$ cat config.mk
export PLATFORM = sky130hd
export DESIGN_NAME = serial_div_const
export DESIGN_NICKNAME = d
export VERILOG_FILES = /design/src/rtl/serial_div_const.sv
export SDC_FILE = /design/constraint.sdc
export NUM_CORES = 1
export LEC_CHECK = 0
export ABC_AREA = 1
export CAP_MARGIN = 40
export CORE_ASPECT_RATIO = 1.75
export CORE_MARGIN = 4
export CORE_UTILIZATION = 35
export CTS_BUF_LIST = sky130_fd_sc_hd__clkbuf_8
export CTS_CLUSTER_SIZE = 25
export DETAILED_ROUTE_END_ITERATION = 16
export PLACE_DENSITY = 0.64
export REMOVE_ABC_BUFFERS = 1
export SYNTH_ARGS = -nofsm -noshare
export SYNTH_HDL_FRONTEND = slang
export SYNTH_SLANG_ARGS = --single-unit
$ cat constraint.sdc
create_clock -name clk -period 1.7 [get_ports clk]
set_clock_uncertainty 0.2 [all_clocks]
set_input_delay 0.17 -clock clk [delete_from_list [all_inputs] [get_ports clk]]
set_output_delay 0.17 -clock clk [all_outputs]
set_load 0.005 [all_outputs]
$ cat src/rtl/serial_div_const.sv
// Bit-serial restoring division of a WIDTH-bit word by a constant divisor.
// Words can be chained MSW-first by feeding one word's Yout into the next word's Yin.
module serial_div_const #(
  parameter  int unsigned WIDTH   = 4,
  parameter  int unsigned DIVISOR = 3,
  localparam int unsigned RW      = $clog2(DIVISOR)
) (
  input  logic             clk,
  input  logic             rst_n,
  input  logic             start,
  input  logic [WIDTH-1:0] X,
  input  logic [RW-1:0]    Yin,
  input  logic             chain,
  output logic [WIDTH-1:0] Z,
  output logic [RW-1:0]    Yout,
  output logic             busy,
  output logic             done,
  output logic             err
);

  localparam int unsigned     CW       = $clog2(WIDTH);
  localparam logic [RW:0]     DIV_T    = (RW+1)'(DIVISOR);
  localparam logic [CW-1:0]   CNT_LAST = CW'(WIDTH-1);

  typedef enum logic [1:0] {S_IDLE, S_RUN, S_DONE} state_e;

  state_e           state_q;
  logic [WIDTH-1:0] sh_q;
  logic [RW-1:0]    rem_q;
  logic [CW-1:0]    cnt_q;
  logic             err_pend_q;
  logic [WIDTH-1:0] z_q;
  logic [RW-1:0]    yout_q;
  logic             busy_q;
  logic             done_q;
  logic             err_q;

  logic             qbit_d;
  logic [RW-1:0]    rem_d;
  logic [WIDTH-1:0] sh_d;
  logic             yin_bad;

  // One restoring step: returns {quotient bit, next remainder}.
  function automatic logic [RW:0] div_step(input logic [RW-1:0] rem, input logic bit_in);
    logic [RW:0] t;
    t = {rem, bit_in};
    if (t >= DIV_T) div_step = {1'b1, RW'(t - DIV_T)};
    else            div_step = {1'b0, t[RW-1:0]};
  endfunction

  always_comb begin
    {qbit_d, rem_d} = div_step(rem_q, sh_q[WIDTH-1]);
    // Dividend bits leave at the MSB while quotient bits enter at the LSB.
    sh_d    = {sh_q[WIDTH-2:0], qbit_d};
    yin_bad = ({1'b0, Yin} >= DIV_T);
  end

  always_ff @(posedge clk or negedge rst_n) begin
    if (!rst_n) begin
      state_q    <= S_IDLE;
      sh_q       <= '0;
      rem_q      <= '0;
      cnt_q      <= '0;
      err_pend_q <= 1'b0;
      z_q        <= '0;
      yout_q     <= '0;
      busy_q     <= 1'b0;
      done_q     <= 1'b0;
      err_q      <= 1'b0;
    end else begin
      case (state_q)
        S_IDLE: begin
          if (start) begin
            sh_q       <= X;
            rem_q      <= (chain && !yin_bad) ? Yin : '0;
            err_pend_q <= chain && yin_bad;
            cnt_q      <= CNT_LAST;
            busy_q     <= 1'b1;
            state_q    <= S_RUN;
          end
        end
        S_RUN: begin
          sh_q  <= sh_d;
          rem_q <= rem_d;
          cnt_q <= cnt_q - CW'(1);
          if (cnt_q == '0) begin
            z_q     <= sh_d;
            yout_q  <= rem_d;
            err_q   <= err_pend_q;
            busy_q  <= 1'b0;
            done_q  <= 1'b1;
            state_q <= S_DONE;
          end
        end
        S_DONE: begin
          done_q  <= 1'b0;
          state_q <= S_IDLE;
        end
        default: begin
          busy_q  <= 1'b0;
          done_q  <= 1'b0;
          state_q <= S_IDLE;
        end
      endcase
    end
  end

  assign Z    = z_q;
  assign Yout = yout_q;
  assign busy = busy_q;
  assign done = done_q;
  assign err  = err_q;

endmodule

==> flow_metrics.tcl, run 1 <==
set metrics [dict create \
    worstSetupStartpointType "flip-flop" \
    dieArea_um2 3570 \
    dieHeight_um 76.1 \
    grt_overflow_total 0 \
    yosys.area_share.adder_pct 2.70 \
    place_congestion 0.837 \
    status "completed" \
    fin_cells 156 \
    clock_path_buffers 2 \
    ios 19 \
    p_switching_mw 0.860 \
    antenna_left 0 \
    yosys_warnings 0 \
    critPathMaxStageDelay_ps 510 \
    netSwitchingFraction_pct 38.9 \
    grt_use_total_pct 12.2 \
    synth_area_um2 927 \
    fp.dieW_um 46.9 \
    grt_pass1_wl_mm 3.22 \
    clkPwrFrac_pct 16.6 \
    cts_tree "done" \
    stdcell_area_um2 1200 \
    ir_drop_mv 0.776 \
    required_ps 1330 \
    finalHoldViolCount 0 \
    muxShareOfSynthArea_pct 0 \
    layout-drive-gt1-share_pct 11.5 \
    fin_setup_tns_ps 0 \
    post-dp-hpwl_mm 1.55 \
    drtPass1Iterations 2 \
    cts-buffers-inserted 3 \
    p_total_mw 2.21 \
    avgSynthCellArea_um2 8.66 \
    crit_chain "clkdlybuf4s50_1" \
    seq_area_frac_synth_pct 54.0 \
    via_count 760 \
    drc 0 \
    port-buffer-count 18 \
    grt_pass1_vias 767 \
    synth_top_family_by_area "simple AND/OR/NAND/NOR gates" \
    antenna_found_initial 0 \
    start_util_pct 36.8 \
    detail_route.wl_per_cell_um 12.6 \
    synth_compound_area_share_pct 7.83 \
    root_buffer "clkbuf_8" \
    cts_sinks 20 \
    postCtsSetupRepairBufs 0 \
    worst_pin_slew_ps 262 \
    powerDensity_nw_per_um2 1840 \
    area_growth_pct 29.7 \
    viasPerCell 4.87 \
    worstHoldPathType "in -> async" \
    drt-initial-drc-count 41 \
    postPlaceCellArea_um2 1150 \
    crit_family "buffers and inverters" \
    clk_pin_slew_worst_paths_ps 70 \
    dpl.cell_count 152 \
    row_count 24 \
    core_um2 2520 \
    cp.arrival_ps 1130 \
    nets 143 \
    setup_viol 0 \
    max-slew-margin-rel_pct 82.5 \
    drv_slew 0 \
    p_leak_nw 0.607 \
    htree_levels 1 \
    layout_commonest_cell "nand2_1" \
    rsz0062_at_grt "false" \
    synth-simple-area-share_pct 29.3 \
    cts_resized 0 \
    p_int_mw 1.35 \
    max_freq_mhz 665 \
    grt_max_degree 21 \
    cp_slowest_cell "clkdlybuf4s50_1" \
    ys_types 17 \
    drv_cap 0 \
    crit_fanout 2 \
    postSynthCellCount 107 \
    power_frac_comb_pct 45.2 \
    routed_wl_mm 1.97 \
    worstSetupPathType "reg -> out" \
    power_frac_seq_pct 38.1 \
    cts-hold-fix-buffers 0 \
    synthXorXnorAreaFrac_pct 0 \
    clkLatencyLatePin_ps 260 \
    mostFrequentLayoutCells "33 x nand2_1, 20 x dfrtp_1, 18 x clkdlybuf4s50_1" \
    post-route-period-util_pct 88.4 \
    path_buf_inv 1 \
    num_antenna_cells 0 \
    worstSetupEndpointType "output pin" \
    finalCriticalPeriod_ps 1500 \
    synth-seq-cells 20 \
]
==> final cells by class <==
cell class                 instances  area, um^2
sequential                        20         500
clock buffer                       4        55.1
multi-input combinational         73         369
tap                               26        32.5
timing repair buffer              19         188
inverter                          14        57.6
fill                             258        1320
==> metrics by stage <==
stage                     util (%)  setup slack, ps  hold WS, ps
after global placement        45.5              206          258
after detailed placement      45.5              202          261
after CTS                     47.7              185         58.5
final                         47.7              197         44.2
after floorplan                  -              396         -326
after global routing          47.7              107         70.4
==> worst paths after layout <==
check / endpoint / slack (ps) / startpoint / cells after the start
min in group clk: Z[3] / 270 / Z[3] / 2
max in group asynchronous: Yout[1] / 1040 / rst_n / 2
max reg2reg: Yout[0] / 240 / sh_q[3] / 6
min reg2reg: Z[3] / 270 / Z[3] / 2
max: Z[1] / 200 / Z[1] / 1
min: state_q[0] / 40 / rst_n / 2
==> cell usage after synthesis <==
master     n  area, um^2
inv_2      2        7.51
a21oi_1    1        5.00
nand2_1   33         124
inv_1     11        41.3
nand4_1    1        6.26
o21ai_0    6        30.0
nand2_4    2        22.5
dfrtp_1   20         500
nand2_2    2        12.5
nor2_1    11        41.3
ha_1       2        25.0
inv_6      1        8.76
nor2_8     1        20.0
o22ai_1    2        12.5
o211ai_1   1        7.51
nand3_1    9        45.0
o21ai_2    2        17.5
==> power by group through the flow <==
stage	clock network (mW)	registers (mW)	logic, mW
after global placement	0	0.851	0.997
after CTS	0.376	0.845	1.03
after detailed placement	0	0.854	1.03
final	0.368	0.843	1.00
after global routing	0.387	0.867	1.14
after floorplan	0	0.834	0.637
==> worst register-to-register path: stages, from the launching register on <==
cell	delay, ps
dfrtp_1	430
ha_1	220
nor2_1	170
nand2_1	140
nand2_1	100
nand3_1	70
nand2_1	70
==> metal layers <==
layer | wire (um) | share of wire [%] | vias up | track usage [%]
li1 | - | - | 385 | -
met3 | 95 | 4.8 | 5 | 3.55
met4 | 42 | 2.1 | 0 | 4.16
met1 | 762 | 39 | 355 | 12.1
met2 | 1070 | 54 | 15 | 22.2
met5 | 0 | 0 | - | 0
==> cell families (layout without fill, tap and decap cells) <==
| group | Yosys count | count (layout) |
|---|---|---|
| AOI/OAI and AO/OA | 12 | 12 |
| adders and majority gates | 2 | 2 |
| buffers and inverters | 14 | 37 |
| DFF | 20 | 20 |
| and+or+nand+nor | 59 | 59 |
==> sequential cells by signal, summed over array words and instances (netlist names) <==
name and count:
Yout 2, Z 4, busy 1, cnt_q 2, done 1, err 1, err_pend_q 1, rem_q 2
sh_q 4, state_q 2
Note: power is estimated with default switching activity, not from simulation.
==> inputs of run 2 (changes only) <==
CELL_PAD_IN_SITES_DETAIL_PLACEMENT = 1   (was not set)
CELL_PAD_IN_SITES_GLOBAL_PLACEMENT = 1   (was not set)
CTS_CLUSTER_DIAMETER = 200   (was not set)
PLACE_DENSITY = 0.8   (was 0.64)
==> run 2 against run 1 <==
Critical endpoint is now rem_q[1]. Worst hold slack better by 5.7 ps. Utilization is the same. Register-to-register slack got worse by 50 ps. Count of clock-buffer cells in the layout unchanged. Largest cell class unchanged. Wire length grew 9.7%. Via count up 2.5%. Clock power down 2%. Final area stayed put.
==> flow_metrics.tcl, run 2 (synthesized netlist as in run 1, its figures left out) <==
set metrics [dict create \
    status "completed" \
    ir_drop_mv 0.799 \
    mostFrequentLayoutCells "33 x nand2_1, 20 x dfrtp_1, 18 x clkdlybuf4s50_1" \
    postCtsSetupRepairBufs 0 \
    cp-startpoint "sh_q[3]" \
    cp.arrival_ps 1510 \
    antenna_left 0 \
    power_frac_comb_pct 46.1 \
    post-dp-hpwl_mm 1.72 \
    row_count 24 \
    dieArea_um2 3570 \
    grt_max_degree 21 \
    finalHoldViolCount 0 \
    fin_util_pct 47.7 \
    cts_sinks 20 \
    required_ps 1700 \
    drc 0 \
    drv_slew 0 \
    via_count 779 \
    r2r_end "rem_q[1]" \
    drtPass1Iterations 2 \
    place_congestion 0.882 \
    p_switching_mw 0.887 \
    ios 19 \
    max-slew-margin-rel_pct 82.6 \
    drt-initial-drc-count 7 \
    grt_pass1_vias 839 \
    worstSetupEndpointType "flip-flop" \
    fin_cells 156 \
    grt_pass1_wl_mm 3.60 \
    worstSetupStartpointType "flip-flop" \
    clkLatencyLatePin_ps 260 \
    detail_route.wl_per_cell_um 13.8 \
    regToRegStartpoint "sh_q[3]" \
    clock_path_buffers 2 \
    finalCriticalPeriod_ps 1510 \
    cts_resized 0 \
    start_util_pct 36.8 \
    clk_pin_slew_worst_paths_ps 70 \
    viasPerCell 4.99 \
    dieHeight_um 76.1 \
    area_growth_pct 29.7 \
    cp-endpoint "rem_q[1]" \
    layout_commonest_cell "nand2_1" \
    setup_viol 0 \
    grt_use_total_pct 13.2 \
    netSwitchingFraction_pct 39.6 \
    worstSetupPathType "reg -> reg" \
    root_buffer "clkbuf_8" \
    htree_levels 1 \
    layout-drive-gt1-share_pct 11.5 \
    routed_wl_mm 2.16 \
    powerDensity_nw_per_um2 1860 \
    cts-buffers-inserted 3 \
    fin_setup_tns_ps 0 \
    drv_cap 0 \
    dpl.cell_count 152 \
    p_int_mw 1.35 \
    rrSetupSlack_ps 190 \
    power_frac_seq_pct 37.7 \
    worst_pin_slew_ps 261 \
    nets 143 \
    clkPwrFrac_pct 16.2 \
    rsz0062_at_grt "false" \
    worstHoldPathType "in -> async" \
    p_leak_nw 0.607 \
    fp.dieW_um 46.9 \
    port-buffer-count 18 \
    antenna_found_initial 0 \
    cts_tree "done" \
    post-route-period-util_pct 88.7 \
    core_um2 2520 \
    crit_fanout 5 \
    max_freq_mhz 663 \
    r2r_cells 6 \
    grt_overflow_total 0 \
    num_antenna_cells 0 \
    cts-hold-fix-buffers 0 \
    fillers 305 \
]
[run 2: per-stage QoR]
step | worst slack [ps] | hold slack (ps) | cell area, um^2 | power [mW]
3_3_place_gp | 256 | 253 | 1150 | 1.84
4_1_cts | 187 | 58.4 | 1200 | 2.28
2_1_floorplan | 396 | -326 | 927 | 1.47
5_1_grt | 89.3 | 66.9 | 1200 | 2.43
3_5_place_dp | 227 | 266 | 1150 | 1.90
6_report | 192 | 49.9 | 1200 | 2.24
[run 2: power groups by stage]
stage | Clock, mW | Sequential (mW) | Combinational, mW
5_1_grt | 0.394 | 0.871 | 1.16
6_report | 0.362 | 0.844 | 1.03
3_3_place_gp | 0 | 0.844 | 0.996
4_1_cts | 0.371 | 0.847 | 1.06
3_5_place_dp | 0 | 0.857 | 1.04
2_1_floorplan | 0 | 0.834 | 0.637
[run 2: per-layer routing]
layer,up-vias,wire length (um),track usage (%)
li1,383,-,-
met5,-,0,0
met1,372,862,14.6
met2,17,1170,23.4
met4,0,57,5.54
met3,7,69,1.65
[run 2: layout make-up]
class                           count  area, um^2  area share, %
Inverter                           14        57.6           4.79
Tap cell                           26        32.5           2.71
Multi-Input combinational cell     73         369           30.7
Sequential cell                    20         500           41.6
Clock buffer                        4        55.1           4.58
Timing Repair Buffer               19         188           15.6
[run 2: worst min path at each step]
stage,from,end,slack [ps],cells past startpoint
6_report,rst_n,done,50,2
5_1_grt,rst_n,done,70,2
4_1_cts,rst_n,done,60,2
3_5_place_dp,Z[3],Z[3],270,2
3_3_place_gp,Z[3],Z[3],250,2
2_1_floorplan,rst_n,Yout[0],-330,0
[run 2: worst max-delay path: stages, from the launching register on]
cell and delay [ps]:
dfrtp_1 430, ha_1 220, nor2_1 180, nand2_1 150, nand2_1 110, nand3_1 80
nand2_1 70
==> inputs of run 3 (changes only) <==
CAP_MARGIN = 20   (was 40)
CORE_UTILIZATION = 38   (was 35)
PLACE_DENSITY = 0.85   (was 0.8)
==> run 3 against run 2 <==
Power is 7.6% higher. Worst hold slack lost 5.6 ps. Final area rose by 1.2%. Die area is 6.8% lower. Fmax shrank 5.7%. Sequential power is 0.9% higher. Via count is 1.9% higher. Critical path type unchanged. Critical path depth unchanged.
==> flow_metrics.tcl, run 3 (synthesized netlist as in run 1, its figures left out) <==
set metrics [dict create \
    status "completed" \
    drt-initial-drc-count 29 \
    grt_use_total_pct 18.2 \
    mostFrequentLayoutCells "33 x nand2_1, 20 x dfrtp_1, 18 x clkdlybuf4s50_1" \
    cts_tree "done" \
    cp-startpoint "sh_q[3]" \
    dieHeight_um 73.3 \
    grt_pass1_vias 912 \
    r2r_cells 6 \
    fin_cells 155 \
    worstSetupPathType "reg -> reg" \
    dpl.cell_count 151 \
    clock_path_buffers 2 \
    cpMostUsedCell "nand2_1" \
    worst_pin_slew_ps 283 \
    drv_cap 0 \
    start_util_pct 40.3 \
    cp-endpoint "rem_q[1]" \
    postPlaceCellArea_um2 1150 \
    antenna_found_initial 0 \
    ir_drop_mv 1.18 \
    p_leak_nw 0.614 \
    root_buffer "clkbuf_8" \
    postCtsSetupRepairBufs 0 \
    dieArea_um2 3330 \
    via_count 794 \
    drv_slew 0 \
    required_ps 1720 \
    post-route-period-util_pct 94.0 \
    worstSetupStartpointType "flip-flop" \
    fp.dieW_um 45.3 \
    r2r_end "rem_q[1]" \
    area_growth_pct 31.3 \
    cts_resized 0 \
    worstSetupEndpointType "flip-flop" \
    power_frac_seq_pct 35.3 \
    clkLatencyLatePin_ps 270 \
    port-buffer-count 18 \
    post-dp-hpwl_mm 1.86 \
    regToRegStartpoint "sh_q[3]" \
    core_um2 2300 \
    cts-hold-fix-buffers 0 \
    crit_fanout 5 \
    clkPwrFrac_pct 20.3 \
    crit_chain "ha_1 > nor2_1 > nand2_1 > nand2_1 > nand3_1 > nand2_1" \
    cp.arrival_ps 1610 \
    drtPass1Iterations 4 \
    max_freq_mhz 626 \
    p_switching_mw 0.948 \
    place_congestion 0.823 \
    antenna_left 0 \
    clk_pin_slew_worst_paths_ps 80 \
    grt_max_degree 21 \
    cp_slowest_cell "dfrtp_1" \
    power_frac_comb_pct 44.3 \
    drc 0 \
    ios 19 \
    cp_num_cells 6 \
    nets 143 \
    stdcell_area_um2 1220 \
    routed_wl_mm 2.43 \
    grt_overflow_total 0 \
    detail_route.wl_per_cell_um 15.7 \
    max-slew-margin-rel_pct 81.1 \
    viasPerCell 5.12 \
    crit_family "simple AND/OR/NAND/NOR gates" \
    layout_commonest_cell "nand2_1" \
    netSwitchingFraction_pct 39.3 \
    finalHoldViolCount 0 \
    rrSetupSlack_ps 100 \
    row_count 23 \
    cts_sinks 20 \
    critPathMaxStageDelay_ps 440 \
    layout-drive-gt1-share_pct 11.5 \
    setup_viol 0 \
    fin_setup_tns_ps 0 \
    p_int_mw 1.46 \
    finalCriticalPeriod_ps 1600 \
    grt_pass1_wl_mm 4.28 \
    num_antenna_cells 0 \
    rsz0062_at_grt "false" \
    htree_levels 1 \
    powerDensity_nw_per_um2 1980 \
    worstHoldPathType "in -> async" \
    cts-buffers-inserted 3 \
    path_buf_inv 0 \
]
run 3: through the flow:
step | utilization, % | hold WS [ps] | total power, mW | setup slack [ps]
global placement | 49.8 | 259 | 1.86 | 226
floorplan | - | -326 | 1.47 | 396
CTS | 52.9 | 58.2 | 2.44 | 97.3
global route | 52.9 | 55.7 | 2.62 | 14.0
detailed placement | 49.8 | 276 | 1.92 | 205
finish | 52.9 | 44.3 | 2.41 | 102
run 3: layer usage:
layer,up-vias,GRT usage (%),part of all wire (%)
met4,0,7.82,1.9
met5,-,0,0
met2,13,32.6,59
met3,4,3.68,2.7
li1,384,-,-
met1,393,19.5,37
run 3: power by group through the flow:
stage	Clock (mW)	Sequential [mW]	Combinational, mW
global placement	0	0.852	1.00
finish	0.490	0.852	1.07
CTS	0.502	0.854	1.09
global route	0.525	0.884	1.21
floorplan	0	0.834	0.637
detailed placement	0	0.864	1.06
run 3: area by class of cell:
class / instances / area, um^2
clock inverter: 1 / 30.0
clock buffer: 3 / 41.3
inverter: 14 / 57.6
sequential: 20 / 500
fill: 284 / 1080
tap: 25 / 31.3
timing repair buffer: 19 / 188
multi-input combinational: 73 / 369
run 3: worst min-delay path by stage:
stage / cells after the start / endpoint / startpoint / slack (ps)
floorplan: 0 / Yout[0] / rst_n / -330
global placement: 2 / Z[3] / Z[3] / 260
detailed placement: 2 / busy / busy / 280
CTS: 2 / sh_q[0] / rst_n / 60
global route: 2 / Z[1] / rst_n / 60
finish: 2 / err_pend_q / rst_n / 40
